[config.mk]
export PLATFORM = sky130hd
export DESIGN_NAME = period_band_detector
export DESIGN_NICKNAME = d
export VERILOG_FILES = /design/src/rtl/period_band_detector.sv
export SDC_FILE = /design/constraint.sdc
export NUM_CORES = 1
export LEC_CHECK = 0
export ABC_AREA = 1
export CORE_ASPECT_RATIO = 0.8
export CORE_MARGIN = 5
export CORE_UTILIZATION = 30
export DETAILED_ROUTE_END_ITERATION = 6
export PLACE_DENSITY = 0.47
export SYNTH_ARGS = -nofsm -noshare
export SYNTH_HDL_FRONTEND = slang
export SYNTH_SLANG_ARGS = --single-unit
[constraint.sdc]
create_clock -name clk -period 5.3 [get_ports clk]
set_clock_uncertainty 0.05 [all_clocks]
set_input_delay 0.53 -clock clk [delete_from_list [all_inputs] [get_ports clk]]
set_output_delay 0.53 -clock clk [all_outputs]
set_load 0.05 [all_outputs]
[src/rtl/period_band_detector.sv]
// -----------------------------------------------------------------------------
// period_band_detector
//
// Averages windows of 2**AVG_LOG2 period measurements and classifies each
// window average into one of two frequency bands. A band is reported as
// locked only after CONFIRM consecutive windows agree. The result is cleared
// when no accepted sample has arrived for TIMEOUT clocks.
//
// Ports:
//   clk           system clock
//   rst_n         asynchronous active-low reset
//   period        measured period in clk counts (0 is treated as "no data")
//   period_valid  one-cycle strobe qualifying period
//   avg_period    average of the most recent complete window
//   avg_valid     one-cycle strobe, avg_period has just been updated
//   band          2'b00 none, 2'b01 band 0, 2'b10 band 1
//   locked        band is confirmed
//   lock_change   one-cycle pulse whenever {band, locked} changes
//   timeout_flag  one-cycle pulse when the input has gone silent
// -----------------------------------------------------------------------------
module period_band_detector #(
    parameter int unsigned AVG_LOG2 = 2,
    parameter logic [15:0] B0_MIN   = 16'd45000,
    parameter logic [15:0] B0_MAX   = 16'd55000,
    parameter logic [15:0] B1_MIN   = 16'd4500,
    parameter logic [15:0] B1_MAX   = 16'd5500,
    parameter int unsigned CONFIRM  = 3,
    parameter int unsigned TIMEOUT  = 200000,
    parameter int unsigned TO_W     = 18
) (
    input  logic        clk,
    input  logic        rst_n,
    input  logic [15:0] period,
    input  logic        period_valid,
    output logic [15:0] avg_period,
    output logic        avg_valid,
    output logic [1:0]  band,
    output logic        locked,
    output logic        lock_change,
    output logic        timeout_flag
);

    // Accumulator is wide enough for 2**AVG_LOG2 full-scale samples.
    localparam int unsigned     ACC_W   = 16 + AVG_LOG2;
    localparam logic [TO_W-1:0] TO_MAX  = TO_W'(TIMEOUT);
    localparam logic [TO_W-1:0] TO_LAST = TO_W'(TIMEOUT - 1);
    localparam logic [3:0]      CONF_N  = 4'(CONFIRM);

    localparam logic [1:0] CLS_NONE = 2'b00;

    typedef enum logic [1:0] {
        ST_IDLE   = 2'b00,
        ST_CAND   = 2'b01,
        ST_LOCKED = 2'b10
    } state_t;

    // Map an average period onto a band code; band 0 wins when ranges overlap.
    function automatic logic [1:0] classify(input logic [15:0] avg);
        logic [1:0] cls;
        if ((avg >= B0_MIN) && (avg <= B0_MAX)) begin
            cls = 2'b01;
        end else if ((avg >= B1_MIN) && (avg <= B1_MAX)) begin
            cls = 2'b10;
        end else begin
            cls = CLS_NONE;
        end
        return cls;
    endfunction

    // ------------------------------------------------------------------
    // Declarations
    // ------------------------------------------------------------------
    logic                accept_s;
    logic [ACC_W-1:0]    sum_s;
    logic                last_samp_s;
    logic                to_hit_s;
    logic [1:0]          class_s;

    logic [ACC_W-1:0]    acc_r;
    logic [AVG_LOG2-1:0] samp_cnt_r;
    logic [15:0]         avg_period_r;
    logic                avg_valid_r;
    logic [TO_W-1:0]     to_cnt_r;
    logic                timeout_flag_r;

    state_t              state_r;
    state_t              state_nx_s;
    logic [1:0]          cand_r;
    logic [1:0]          cand_nx_s;
    logic [3:0]          conf_r;
    logic [3:0]          conf_nx_s;
    logic [1:0]          band_r;
    logic [1:0]          band_nx_s;
    logic                locked_r;
    logic                locked_nx_s;
    logic                lock_change_r;

    // A zero period carries no information and is dropped entirely.
    assign accept_s    = period_valid && (period != 16'd0);
    assign sum_s       = acc_r + ACC_W'(period);
    assign last_samp_s = &samp_cnt_r;

    // An accepted sample on the would-be timeout cycle takes priority.
    assign to_hit_s    = !accept_s && (to_cnt_r == TO_LAST);

    assign class_s     = classify(avg_period_r);

    // ------------------------------------------------------------------
    // Window accumulator and average output
    // ------------------------------------------------------------------

    // Accumulate accepted samples; emit the truncated mean on the last one.
    always_ff @(posedge clk or negedge rst_n) begin
        if (!rst_n) begin
            acc_r        <= {ACC_W{1'b0}};
            samp_cnt_r   <= {AVG_LOG2{1'b0}};
            avg_period_r <= 16'd0;
            avg_valid_r  <= 1'b0;
        end else begin
            avg_valid_r <= 1'b0;
            if (accept_s) begin
                if (last_samp_s) begin
                    avg_period_r <= sum_s[AVG_LOG2 +: 16];
                    avg_valid_r  <= 1'b1;
                    acc_r        <= {ACC_W{1'b0}};
                    samp_cnt_r   <= {AVG_LOG2{1'b0}};
                end else begin
                    acc_r        <= sum_s;
                    samp_cnt_r   <= samp_cnt_r + AVG_LOG2'(1);
                end
            end else if (to_hit_s) begin
                // A silent input invalidates any partially filled window.
                acc_r      <= {ACC_W{1'b0}};
                samp_cnt_r <= {AVG_LOG2{1'b0}};
            end
        end
    end

    // ------------------------------------------------------------------
    // Silence timeout
    // ------------------------------------------------------------------

    // Count clocks since the last accepted sample, saturating at TIMEOUT so
    // the flag fires only once per silent period.
    always_ff @(posedge clk or negedge rst_n) begin
        if (!rst_n) begin
            to_cnt_r       <= {TO_W{1'b0}};
            timeout_flag_r <= 1'b0;
        end else begin
            timeout_flag_r <= to_hit_s;
            if (accept_s) begin
                to_cnt_r <= {TO_W{1'b0}};
            end else if (to_cnt_r != TO_MAX) begin
                to_cnt_r <= to_cnt_r + TO_W'(1);
            end
        end
    end

    // ------------------------------------------------------------------
    // Lock state machine
    // ------------------------------------------------------------------

    // Next-state logic; only evaluated on a fresh window average, except
    // that a timeout forces everything back to IDLE.
    always_comb begin
        state_nx_s  = state_r;
        cand_nx_s   = cand_r;
        conf_nx_s   = conf_r;
        band_nx_s   = band_r;
        locked_nx_s = locked_r;

        if (to_hit_s) begin
            state_nx_s  = ST_IDLE;
            cand_nx_s   = CLS_NONE;
            conf_nx_s   = 4'd0;
            band_nx_s   = CLS_NONE;
            locked_nx_s = 1'b0;
        end else if (avg_valid_r) begin
            case (state_r)
                ST_IDLE: begin
                    if (class_s != CLS_NONE) begin
                        cand_nx_s = class_s;
                        conf_nx_s = 4'd1;
                        if (CONF_N <= 4'd1) begin
                            // A single window is enough to lock.
                            state_nx_s  = ST_LOCKED;
                            band_nx_s   = class_s;
                            locked_nx_s = 1'b1;
                        end else begin
                            state_nx_s  = ST_CAND;
                        end
                    end else begin
                        state_nx_s = ST_IDLE;
                    end
                end

                ST_CAND: begin
                    if (class_s == CLS_NONE) begin
                        state_nx_s = ST_IDLE;
                        cand_nx_s  = CLS_NONE;
                        conf_nx_s  = 4'd0;
                    end else if (class_s == cand_r) begin
                        conf_nx_s = conf_r + 4'd1;
                        if ((conf_r + 4'd1) >= CONF_N) begin
                            state_nx_s  = ST_LOCKED;
                            band_nx_s   = cand_r;
                            locked_nx_s = 1'b1;
                        end else begin
                            state_nx_s  = ST_CAND;
                        end
                    end else begin
                        // A different valid band restarts the confirmation.
                        state_nx_s = ST_CAND;
                        cand_nx_s  = class_s;
                        conf_nx_s  = 4'd1;
                    end
                end

                ST_LOCKED: begin
                    if (class_s == band_r) begin
                        state_nx_s = ST_LOCKED;
                    end else begin
                        // Lock is dropped on the very update that disagrees.
                        band_nx_s   = CLS_NONE;
                        locked_nx_s = 1'b0;
                        if (class_s == CLS_NONE) begin
                            state_nx_s = ST_IDLE;
                            cand_nx_s  = CLS_NONE;
                            conf_nx_s  = 4'd0;
                        end else begin
                            state_nx_s = ST_CAND;
                            cand_nx_s  = class_s;
                            conf_nx_s  = 4'd1;
                        end
                    end
                end

                default: begin
                    state_nx_s  = ST_IDLE;
                    cand_nx_s   = CLS_NONE;
                    conf_nx_s   = 4'd0;
                    band_nx_s   = CLS_NONE;
                    locked_nx_s = 1'b0;
                end
            endcase
        end else begin
            state_nx_s = state_r;
        end
    end

    // State and registered band outputs; lock_change flags any output edit.
    always_ff @(posedge clk or negedge rst_n) begin
        if (!rst_n) begin
            state_r       <= ST_IDLE;
            cand_r        <= CLS_NONE;
            conf_r        <= 4'd0;
            band_r        <= CLS_NONE;
            locked_r      <= 1'b0;
            lock_change_r <= 1'b0;
        end else begin
            state_r       <= state_nx_s;
            cand_r        <= cand_nx_s;
            conf_r        <= conf_nx_s;
            band_r        <= band_nx_s;
            locked_r      <= locked_nx_s;
            lock_change_r <= ({band_nx_s, locked_nx_s} != {band_r, locked_r});
        end
    end

    // ------------------------------------------------------------------
    // Outputs (all straight from registers)
    // ------------------------------------------------------------------
    assign avg_period   = avg_period_r;
    assign avg_valid    = avg_valid_r;
    assign band         = band_r;
    assign locked       = locked_r;
    assign lock_change  = lock_change_r;
    assign timeout_flag = timeout_flag_r;

endmodule

==> impl_results.html <==
<table>
<tr><th>Metric</th><th>Value</th></tr>
<tr><th colspan="2">Setup path</th></tr>
<tr><td>CP Launch Type</td><td>primary input</td></tr>
<tr><td>Largest fanout on the critical path</td><td>4</td></tr>
<tr><td>Worst reg2reg endpoint</td><td>acc_r[12]</td></tr>
<tr><td>Maximum single-stage delay on the critical path</td><td>0.43 ns</td></tr>
<tr><td>CP most frequent cell</td><td>sky130_fd_sc_hd__nand2_1</td></tr>
<tr><td>CP delay by family, top</td><td>compound AO/OA/AOI/OAI gates</td></tr>
<tr><td>Crit-path cells</td><td>clkdlybuf4s50_1 &gt; ha_1 &gt; fa_1 &gt; nand3_1 &gt; nand2_1 &gt; nand2_1 &gt; nand2_1 &gt; a21oi_1 &gt; o21ai_1 &gt; a21boi_1 &gt; o21ai_1 &gt; xnor2_1 &gt; o21ai_0</td></tr>
<tr><td>Reg2Reg Launch Point</td><td>acc_r[0]</td></tr>
<tr><td>Depth of the most critical reg-to-reg path</td><td>12</td></tr>
<tr><td>Worst path required time</td><td>5.46 ns</td></tr>
<tr><td>Critical Path Slowest Stage Cell</td><td>sky130_fd_sc_hd__clkdlybuf4s50_1</td></tr>
<tr><td>Kind of end point of the critical path</td><td>register</td></tr>
<tr><td>CP arrival</td><td>3.01 ns</td></tr>
<tr><td>Worst path buffer plus inverter count</td><td>1</td></tr>
<tr><td>Internal reg-to-reg setup slack</td><td>2.72 ns</td></tr>
<tr><td>Type of the worst setup path</td><td>primary input to register</td></tr>
<tr><th colspan="2">Placement</th></tr>
<tr><td>Post-DP HPWL</td><td>8590 um</td></tr>
<tr><td>Count of buffers inserted at the top-level ports</td><td>40</td></tr>
<tr><td>Post-placement cell area</td><td>0.00505 mm2</td></tr>
<tr><td>Final weighted congestion in routability-driven placement</td><td>0.869</td></tr>
<tr><th colspan="2">Final layout</th></tr>
<tr><td>Layout Cell Area excl Fill</td><td>0.00535 mm2</td></tr>
<tr><td>Total inserted antenna cells</td><td>0</td></tr>
<tr><td>Leading cell type in the layout, fill and taps excluded</td><td>sky130_fd_sc_hd__nand2_1</td></tr>
<tr><td>Area growth from synthesis to final layout</td><td>21.2%</td></tr>
<tr><td>Number of nets in the final layout</td><td>665</td></tr>
<tr><td>Fill cells</td><td>1,514</td></tr>
<tr><td>Commonest cells after routing, fill and taps aside</td><td>120 x sky130_fd_sc_hd__nand2_1, 68 x sky130_fd_sc_hd__dfrtp_1, 67 x sky130_fd_sc_hd__inv_1, 48 x sky130_fd_sc_hd__nor2_1, 45 x sky130_fd_sc_hd__o21ai_0</td></tr>
<tr><td>Layout cell share with drive strength beyond 1</td><td>10.1%</td></tr>
<tr><th colspan="2">Min path</th></tr>
<tr><td>Classification of the worst-slack hold path</td><td>primary input to async pin</td></tr>
<tr><th colspan="2">Yosys</th></tr>
<tr><td>Net count after synthesis</td><td>617</td></tr>
<tr><td>Yosys Warn Count</td><td>0</td></tr>
<tr><td>Yosys top cell area share</td><td>38.5%</td></tr>
<tr><td>Main area contributors after synthesis</td><td>sky130_fd_sc_hd__dfrtp_1 39%, sky130_fd_sc_hd__nand2_1 10%, sky130_fd_sc_hd__ha_1 7.1%</td></tr>
<tr><td>Cell type with the largest total area after synthesis</td><td>sky130_fd_sc_hd__dfrtp_1</td></tr>
<tr><td>Syn Area/Cell</td><td>7.72 um2</td></tr>
<tr><td>Total standard cell area after synthesis</td><td>0.00442 mm2</td></tr>
<tr><td>Number of synthesized register bits</td><td>68</td></tr>
<tr><td>Gate count of the mapped netlist</td><td>572</td></tr>
<tr><td>Sequential element share of the synthesized area</td><td>38.5%</td></tr>
<tr><td>Distinct cell type count of the synthesized netlist</td><td>41</td></tr>
<tr><th colspan="2">Clock network</th></tr>
<tr><td>Number of buffers between clock root and the deepest sink</td><td>2</td></tr>
<tr><td>Total clock sinks</td><td>68</td></tr>
<tr><td>CTS tree</td><td>yes</td></tr>
<tr><td>Post-CTS setup buffers</td><td>0</td></tr>
<tr><td>Maximum level of the CTS H-tree</td><td>3</td></tr>
<tr><td>Clock network latency to the later pin of the worst-skew pair</td><td>0.33 ns</td></tr>
<tr><td>Clock Tree Root</td><td>sky130_fd_sc_hd__clkbuf_16</td></tr>
<tr><td>Clock transition at the registers of the reported paths</td><td>0.06 ns</td></tr>
<tr><td>Number of buffers created by CTS</td><td>9</td></tr>
<tr><td>Number of cells upsized or downsized after cts</td><td>0</td></tr>
<tr><td>Cts hold-fix bufs</td><td>0</td></tr>
<tr><th colspan="2">Drt</th></tr>
<tr><td>Vias</td><td>3,905</td></tr>
<tr><td>Overall routed net length</td><td>11,400 um</td></tr>
<tr><td>Post-detailed-route DRC marker count</td><td>0</td></tr>
<tr><td>Final antenna-violating net count</td><td>0</td></tr>
<tr><td>Via density</td><td>4.83</td></tr>
<tr><td>Detailed Routing Iterations Pass 1</td><td>5</td></tr>
<tr><td>DRT iter0 DRCs</td><td>227</td></tr>
<tr><td>Wirelength per Cell</td><td>14.1 um</td></tr>
<tr><th colspan="2">STA</th></tr>
<tr><td>Worst slew margin</td><td>39.6%</td></tr>
<tr><td>Summed negative setup slack over all endpoints</td><td>0 ns</td></tr>
<tr><td>Period utilization</td><td>53.9%</td></tr>
<tr><td>Fmax</td><td>350 MHz</td></tr>
<tr><td>Hold violation total from the final report</td><td>0</td></tr>
<tr><td>Setup repair after global routing missed its margin</td><td>false</td></tr>
<tr><td>Worst slew pin tran</td><td>0.906 ns</td></tr>
<tr><td>Max-slew violation count</td><td>0</td></tr>
<tr><td>Number of failing setup endpoints in the final timing report</td><td>0</td></tr>
<tr><td>Minimum clock period after layout</td><td>2.86 ns</td></tr>
<tr><th colspan="2">Floorplan</th></tr>
<tr><td>Vertical die dimension</td><td>119 um</td></tr>
<tr><td>Number of core rows</td><td>39</td></tr>
<tr><td>DIE AREA</td><td>0.0173 mm2</td></tr>
<tr><td>Effective utilization at floorplan</td><td>30.8%</td></tr>
<tr><td>Horizontal die dimension</td><td>146 um</td></tr>
<tr><td>Area of the core</td><td>0.0143 mm2</td></tr>
<tr><td>Top-level port count</td><td>41</td></tr>
<tr><th colspan="2">Global route</th></tr>
<tr><td>Sum of overflow across all layers after global routing</td><td>0</td></tr>
<tr><td>Overall fraction of global-route tracks in use</td><td>13.6%</td></tr>
<tr><td>Number of antenna violations at the first check in global routing</td><td>0</td></tr>
<tr><td>Via count of the first global-routing pass</td><td>3,885</td></tr>
<tr><td>Pin count of the biggest net entering global routing</td><td>69</td></tr>
<tr><td>Wire length of the first global-routing pass</td><td>19,400 um</td></tr>
<tr><th colspan="2">Pwr</th></tr>
<tr><td>Areal power density over the cells</td><td>561 mW/mm2</td></tr>
<tr><td>LEAKAGE</td><td>0.00241 uW</td></tr>
<tr><td>Maximum ir drop on the vdd rail</td><td>0.278 mV</td></tr>
<tr><th colspan="2">Run status</th></tr>
<tr><td>Result of the run</td><td>completed</td></tr>
<tr><th colspan="2">Job</th></tr>
<tr><td>Reported max-cap violation count</td><td>0</td></tr>
</table>
## logic make-up after synthesis
logic type | count (synthesis) | share of synthesized area (%)
XOR/XNOR | 14 | 2.78
AO/OA/AOI/OAI | 111 | 14.7
buffers and inverters | 81 | 6.88
AND/OR/NAND/NOR | 271 | 29.2
multiplexers | 1 | 0.340
adder cells (fa/ha/maj) | 26 | 7.54
flip-flops | 68 | 38.5
## Yosys cell counts (all sizes together)
cell / n
nand2: 140
inv: 73
dfrtp: 68
nor2: 53
o21ai: 49
nand3: 38
a21oi: 35
ha: 25
nor3: 13
a22o: 10
nand4: 10
nor4: 9
xnor2: 7
xor2: 7
clkbuf: 6
or2: 4
a31oi: 3
nand3b: 3
o21a: 3
a21boi: 2
a32o: 2
clkinv: 2
o211ai: 2
a211oi: 1
a221oi: 1
fa: 1
mux2: 1
nor3b: 1
o221a: 1
o22ai: 1
o31ai: 1
## how the worst max path moves through the flow
stage	start	to	slack (ns)	cells after the start
2_1_floorplan	period[0]	acc_r[14]	2.87	10
5_1_grt	period[0]	acc_r[12]	2.21	13
3_5_place_dp	period[0]	avg_period[10]	2.13	13
6_report	period[0]	acc_r[12]	2.44	13
4_1_cts	period[0]	avg_period[10]	2.48	13
3_3_place_gp	period[9]	lock_change	2.15	15
## worst reg2reg max path: stages (launching register included)
cell and delay (ns):
sky130_fd_sc_hd__dfrtp_1 0.38, sky130_fd_sc_hd__ha_1 0.24, sky130_fd_sc_hd__fa_1 0.42, sky130_fd_sc_hd__nand3_1 0.10, sky130_fd_sc_hd__nand2_1 0.07, sky130_fd_sc_hd__nand2_1 0.08
sky130_fd_sc_hd__nand2_1 0.05, sky130_fd_sc_hd__a21oi_1 0.28, sky130_fd_sc_hd__o21ai_1 0.15, sky130_fd_sc_hd__a21boi_1 0.25, sky130_fd_sc_hd__o21ai_1 0.11, sky130_fd_sc_hd__xnor2_1 0.18
sky130_fd_sc_hd__o21ai_0 0.10
## stage by stage
stage / total power, uW / cells / hold WS, ns / util, % / worst slack, ns
after detailed placement: 2380 / 793 / 0.434 / 35.2 / 2.13
after floorplan: 1930 / 572 / 0.184 / - / 2.87
after CTS: 3030 / 808 / 0.406 / 37.3 / 2.48
after global placement: 2380 / 793 / 0.431 / 35.2 / 2.15
after global routing: 3240 / 808 / 0.468 / 37.3 / 2.21
final: 3000 / 808 / 0.363 / 37.3 / 2.44
## metal layers
layer | GRT usage [%] | routed length [um] | vias up
li1 | - | - | 2008
met1 | 20.4 | 6040 | 1814
met2 | 20.0 | 4740 | 76
met3 | 2.83 | 488 | 7
met4 | 3.55 | 114 | 0
met5 | 0 | 0 | -
## area by class of cell
cell class | count | area, um2 | share of cell area (%)
well taps | 184 | 230 | 4.30
clock inverters | 1 | 30.0 | 0.561
repair buffers | 43 | 418 | 7.81
flip-flops and latches | 68 | 1700 | 31.8
multi-input cells | 423 | 2420 | 45.1
inverters | 75 | 282 | 5.26
clock buffers | 14 | 274 | 5.12
## where the power goes
part	internal [uW]	leakage, uW	switching (uW)
combinational	537	0.00138	998
clock	401	0.000149	228
sequential	682	0.000887	159
total	1620	0.00241	1380
## sequential cells by signal (all words and copies together), names as in the netlist
register      flops
lock_change       1
avg_period       16
acc_r            18
cand_r            2
avg_valid         1
locked            1
timeout_flag      1
state_r           2
to_cnt_r         18
band              2
samp_cnt_r        2
conf_r            4
Power figures use the tool's default switching activity.
